<file path="src/rtl/mux_arb_pkg.sv">
// Shared constants, FSM state type and id helper for the 4:1 round-robin lane arbiter.
package mux_arb_pkg;

  localparam int NUM_REQ     = 4;
  localparam int ID_W        = 2;
  localparam int BURST_CNT_W = 4;

  typedef enum logic {
    IDLE = 1'b0,
    BUSY = 1'b1
  } state_t;

  function automatic logic [NUM_REQ-1:0] id_onehot(input logic [ID_W-1:0] id);
    id_onehot = NUM_REQ'(1) << id;
  endfunction

endpackage

</file>
<file path="src/rtl/rr_picker.sv">
// Combinational round-robin picker: first set request at or after rr_ptr, wrapping.
// Zero latency; no flow control of its own.
module rr_picker
  import mux_arb_pkg::*;
(
  input  logic [NUM_REQ-1:0] req,
  input  logic [ID_W-1:0]    rr_ptr,
  output logic [ID_W-1:0]    winner,
  output logic               any_req
);

  logic [2*NUM_REQ-1:0] req_dbl;
  logic [NUM_REQ-1:0]   req_rot;
  logic [ID_W-1:0]      offset;

  // Rotating a doubled copy puts the request at rr_ptr into bit 0.
  assign req_dbl = {req, req};
  assign req_rot = req_dbl[{1'b0, rr_ptr} +: NUM_REQ];

  always_comb begin
    offset = '0;
    for (int k = NUM_REQ - 1; k >= 0; k--) begin
      if (req_rot[k]) offset = ID_W'(k);
    end
  end

  assign winner  = rr_ptr + offset;
  assign any_req = |req;

endmodule

</file>
<file path="src/rtl/mux4x1_arbiter.sv">
// Round-robin 4:1 byte arbiter, BURST beats per grant; MUX_ARB_STATS_EN adds grant_cnt counters.
// Latency 1 cycle in->out; ready drops while out is stalled, one bubble per grant.
module mux4x1_arbiter
  import mux_arb_pkg::*;
#(
  parameter int WIDTH = 8,
  parameter int BURST = 4
) (
  input  logic             clk4f,
  input  logic             reset,
  input  logic [WIDTH-1:0] in0,
  input  logic [WIDTH-1:0] in1,
  input  logic [WIDTH-1:0] in2,
  input  logic [WIDTH-1:0] in3,
  input  logic [3:0]       valid,
  output logic [3:0]       ready,
  output logic [WIDTH-1:0] out,
  output logic             out_valid,
  input  logic             out_ready,
  output logic [1:0]       grant_id
`ifdef MUX_ARB_STATS_EN
  ,
  output logic [63:0]      grant_cnt
`endif
);

  state_t                 state;
  logic [ID_W-1:0]        rr_ptr;
  logic [ID_W-1:0]        owner;
  logic [ID_W-1:0]        winner;
  logic [BURST_CNT_W-1:0] beat_cnt;
  logic                   any_req;
  logic                   slot_free;
  logic                   accept;
  logic                   last_beat;
  logic                   release_grant;
  logic [WIDTH-1:0]       owner_dat;

  rr_picker u_picker (
    .req     (valid),
    .rr_ptr  (rr_ptr),
    .winner  (winner),
    .any_req (any_req)
  );

  assign slot_free = ~out_valid | out_ready;
  assign ready     = (state == BUSY && slot_free && !reset) ? id_onehot(owner) : '0;
  assign accept    = |(valid & ready);
  assign last_beat = (beat_cnt == BURST_CNT_W'(BURST - 1));

  // A stalled slot keeps the grant even if the owner withdraws valid.
  assign release_grant = (accept && last_beat) || (slot_free && !valid[owner]);

  always_comb begin
    case (owner)
      2'd0:    owner_dat = in0;
      2'd1:    owner_dat = in1;
      2'd2:    owner_dat = in2;
      default: owner_dat = in3;
    endcase
  end

  always_ff @(posedge clk4f) begin
    if (reset) begin
      state     <= IDLE;
      rr_ptr    <= '0;
      owner     <= '0;
      beat_cnt  <= '0;
      out       <= '0;
      out_valid <= 1'b0;
      grant_id  <= '0;
    end else begin
      if (accept) begin
        out       <= owner_dat;
        out_valid <= 1'b1;
        grant_id  <= owner;
      end else if (out_ready) begin
        out_valid <= 1'b0;
      end

      case (state)
        IDLE: begin
          if (any_req) begin
            owner    <= winner;
            beat_cnt <= '0;
            state    <= BUSY;
          end
        end
        BUSY: begin
          if (release_grant) begin
            rr_ptr   <= owner + 2'd1;
            beat_cnt <= '0;
            state    <= IDLE;
          end else if (accept) begin
            beat_cnt <= beat_cnt + 1'b1;
          end
        end
        default: state <= IDLE;
      endcase
    end
  end

`ifdef MUX_ARB_STATS_EN
  logic [15:0] gcnt [NUM_REQ];

  always_ff @(posedge clk4f) begin
    if (reset) begin
      for (int i = 0; i < NUM_REQ; i++) gcnt[i] <= '0;
    end else if (state == IDLE && any_req) begin
      gcnt[winner] <= gcnt[winner] + 16'd1;
    end
  end

  assign grant_cnt = {gcnt[3], gcnt[2], gcnt[1], gcnt[0]};
`endif

endmodule

</file>
<file path="config.mk">
export PLATFORM = sky130hd
export DESIGN_NAME = mux4x1_arbiter
export DESIGN_NICKNAME = d
export VERILOG_FILES = /design/src/rtl/mux_arb_pkg.sv /design/src/rtl/rr_picker.sv /design/src/rtl/mux4x1_arbiter.sv
export SDC_FILE = /design/constraint.sdc
export NUM_CORES = 1
export LEC_CHECK = 0
export ABC_AREA = 1
export BUFFER_PORTS_ARGS = -buffer_cell sky130_fd_sc_hd__buf_2
export CAP_MARGIN = 10
export CELL_PAD_IN_SITES_DETAIL_PLACEMENT = 2
export CELL_PAD_IN_SITES_GLOBAL_PLACEMENT = 2
export CORE_UTILIZATION = 26
export DETAILED_ROUTE_END_ITERATION = 7
export PLACE_DENSITY_LB_ADDON = 0.1
export SLEW_MARGIN = 30
export SYNTH_ARGS = -nofsm -noshare
export SYNTH_HDL_FRONTEND = slang
export SYNTH_SLANG_ARGS = --single-unit
</file>
<file path="constraint.sdc">
create_clock -name clk4f -period 3.3 [get_ports clk4f]
set_clock_uncertainty 0.2 [all_clocks]
set_input_delay 0.33 -clock clk4f [delete_from_list [all_inputs] [get_ports clk4f]]
set_output_delay 0.33 -clock clk4f [all_outputs]
set_load 0.005 [all_outputs]
</file>
==> results.yml <==
sta:
  slew_violations: 0
  rsz0062_at_grt: "false"
  finalCritPeriodShare_pct: 69.7
  hold_violations: 0
  worst_pin_slew_ns: 0.559
  clock.fmax_ghz: 0.435
  relSlewSlack_pct: 62.7
  min_period_ns: 2.30
  setup_viol: 0
  setup_tns_ns: 0
final_layout:
  nets: 314
  design_area_mm2: 0.00176
  num_antenna_cells: 0
  drive_gt1_share_pct: 27.7
  multi_input_area_um2: 848
  seqCellArea_um2: 400
  postLayoutCoreUtil_pct: 34.0
  fill_cells: 656
  syn_to_final_growth_pct: 25.0
drt:
  wl_um: 4690
  antenna_left: 0
  wire_per_inst_um: 13.9
  vias_per_cell: 4.69
  dr_total_vias: 1581
  drc: 0
  first_pass_iters: 2
  first_iter_violations: 47
yosys:
  yosysUniqueCellTypes: 25
  ys_warn_count: 0
  synth_top_area_cell: "dfxtp_1"
  syn_area_mm2: 0.00141
  ys_ff_latch: 20
  syn-num-nets: 266
  postSynthCellCount: 220
  synth.top_cell.area_share_pct: 28.5
  seq_area_frac_synth_pct: 28.5
  avgSynthCellArea_um2: 6.39
  yosys-top-cells-area: "dfxtp_1 (28%), nand2_1 (18%), ha_1 (6.2%), inv_1 (6.1%), a31o_2 (5.0%)"
setup_path:
  start_kind: "flop"
  crit_path_end_kind: "flop"
  crit_fanout: 21
  critPathKind: "reg -> reg"
  crit_required_ns: 3.25
  crit_arrival_ns: 2.24
grt:
  gr-usage-all-layers_pct: 18.5
  grt_pass1_vias: 1672
  antenna_found_initial: 0
  grt-ovfl-total: 0
  grt_pass1_wl_um: 7860
  grt_max_degree: 22
power_and_ir_drop:
  ir_drop_mv: 0.213
  power_density_mw_per_mm2: 512
  total_power_mw: 0.899
  p_leak_nw: 0.874
placement:
  place_area_mm2: 0.00170
  place.gp.congestion: 0.756
  port_buffers: 53
  hpwl_um: 3890
die:
  dieArea_mm2: 0.00571
  io_pins: 54
  fp-row-count: 26
  core_mm2: 0.00517
  die_h_um: 75.5
  start_util_pct: 27.2
  die_w_um: 75.5
clock_tree:
  insertion_delay_ns: 0.26
  cts_buffer_depth: 2
  cts.clk_slew.worst_paths_ns: 0.08
  cts_tree: "yes"
  cts_buffers: 3
  post-cts-setup-buffer-count: 0
  clock-sinks: 20
  hold_buffers: 0
  htreeDepth: 1
  clk_root_buffer_cell: "clkbuf_8"
  cts_resized: 0
run:
  cap_violations: 0
run_status:
  outcome: "complete, no violations"
hold_path:
  hold_path.class: "in -> reg"
-- critical path, cell delays in order (launching register included) --
cell and delay (ns):
dfxtp_1 0.48, inv_1 0.16, ha_1 0.37, nand4_1 0.19, nand2_2 0.10, nor2_4 0.14, clkinv_2 0.23, o21ai_1 0.24
a21oi_1 0.07
-- state kept, by name, indices dropped and copies added, names as in the netlist --
| name | count |
|---|---|
| state | 1 |
| grant_id | 2 |
| out_valid | 1 |
| rr_ptr | 2 |
| out | 8 |
| owner | 2 |
| beat_cnt | 4 |
-- cell families (layout without fill, tap and decap cells) --
| family | Yosys count | count (layout) | synth area share, % |
|---|---|---|---|
| AOI/OAI and AO/OA | 48 | 48 | 20.4 |
| xor gates and xnor gates | 3 | 3 | 1.87 |
| adders and majority gates | 7 | 7 | 6.23 |
| buffers and inverters | 36 | 83 | 11.2 |
| DFF | 20 | 20 | 28.5 |
| and+or+nand+nor | 106 | 106 | 31.8 |
-- cells in the final DEF, fill, tap and decap left out, drive strengths merged --
cell type,n
nand2,70
buf,53
inv,25
o21ai,22
dfxtp,20
nor2,19
nand3,11
a21oi,9
a31o,8
a31oi,8
ha,7
nand4,5
clkbuf,4
xnor2,2
a21boi,1
clkinv,1
nor3,1
xor2,1
-- per-layer routing --
layer  wire length [um]  track usage [%]  up-vias
met5                  0                0        -
met4                 14             2.47        0
met3                203             5.16        4
met2               2410             34.5       34
met1               2060             21.5      732
li1                   -                -      811
-- stage by stage --
step	setup slack, ns	cells	hold WS [ns]
2_1_floorplan	1.39	220	0.199
3_3_place_gp	1.03	333	0.313
3_5_place_dp	1.01	333	0.322
4_1_cts	0.973	337	0.115
5_1_grt	0.747	337	0.128
6_report	1.00	337	0.116
-- Yosys cell counts --
master	number
xor2_1	1
nand4_1	5
clkinv_2	1
buf_2	3
clkbuf_1	5
nand3_1	11
nand2_1	67
nand2_2	3
o21ai_2	1
ha_1	7
nor2_1	17
a21oi_1	9
inv_1	23
nor2_4	2
inv_2	1
a21boi_0	1
dfxtp_1	20
xnor2_1	2
o21ai_1	10
nor3_1	1
o21ai_0	11
buf_6	2
a31oi_1	8
a31o_2	8
inv_4	1
-- worst paths after layout --
kind	from	end	slack (ns)	depth (start not counted)
worst max-delay path	owner[0]$_SDFFE_PP0P_	grant_id[1]$_SDFFE_PP0P_	1.00	8
worst min-delay path	reset	beat_cnt[2]$_SDFFE_PP0P_	0.12	2
worst max register to register	owner[0]$_SDFFE_PP0P_	grant_id[1]$_SDFFE_PP0P_	1.00	8
worst min register to register	out[7]$_SDFFE_PP0P_	out[7]$_SDFFE_PP0P_	0.33	2
-- area by class of cell --
cell class / count / area share (%)
well taps: 70 / 4.98
flip-flops and latches: 20 / 22.8
repair buffers: 53 / 15.1
clock buffers: 4 / 3.13
multi-input cells: 164 / 48.3
inverters: 26 / 5.77
-- report_power, final --
part	internal [mW]	switching, mW	total (mW)	leakage, nW
Combinational	0.156	0.229	0.385	0.681
Clock	0.106	0.0846	0.191	0.0288
Sequential	0.279	0.0440	0.323	0.164
Total	0.542	0.358	0.899	0.874
Note: power is estimated with default switching activity, not from simulation.
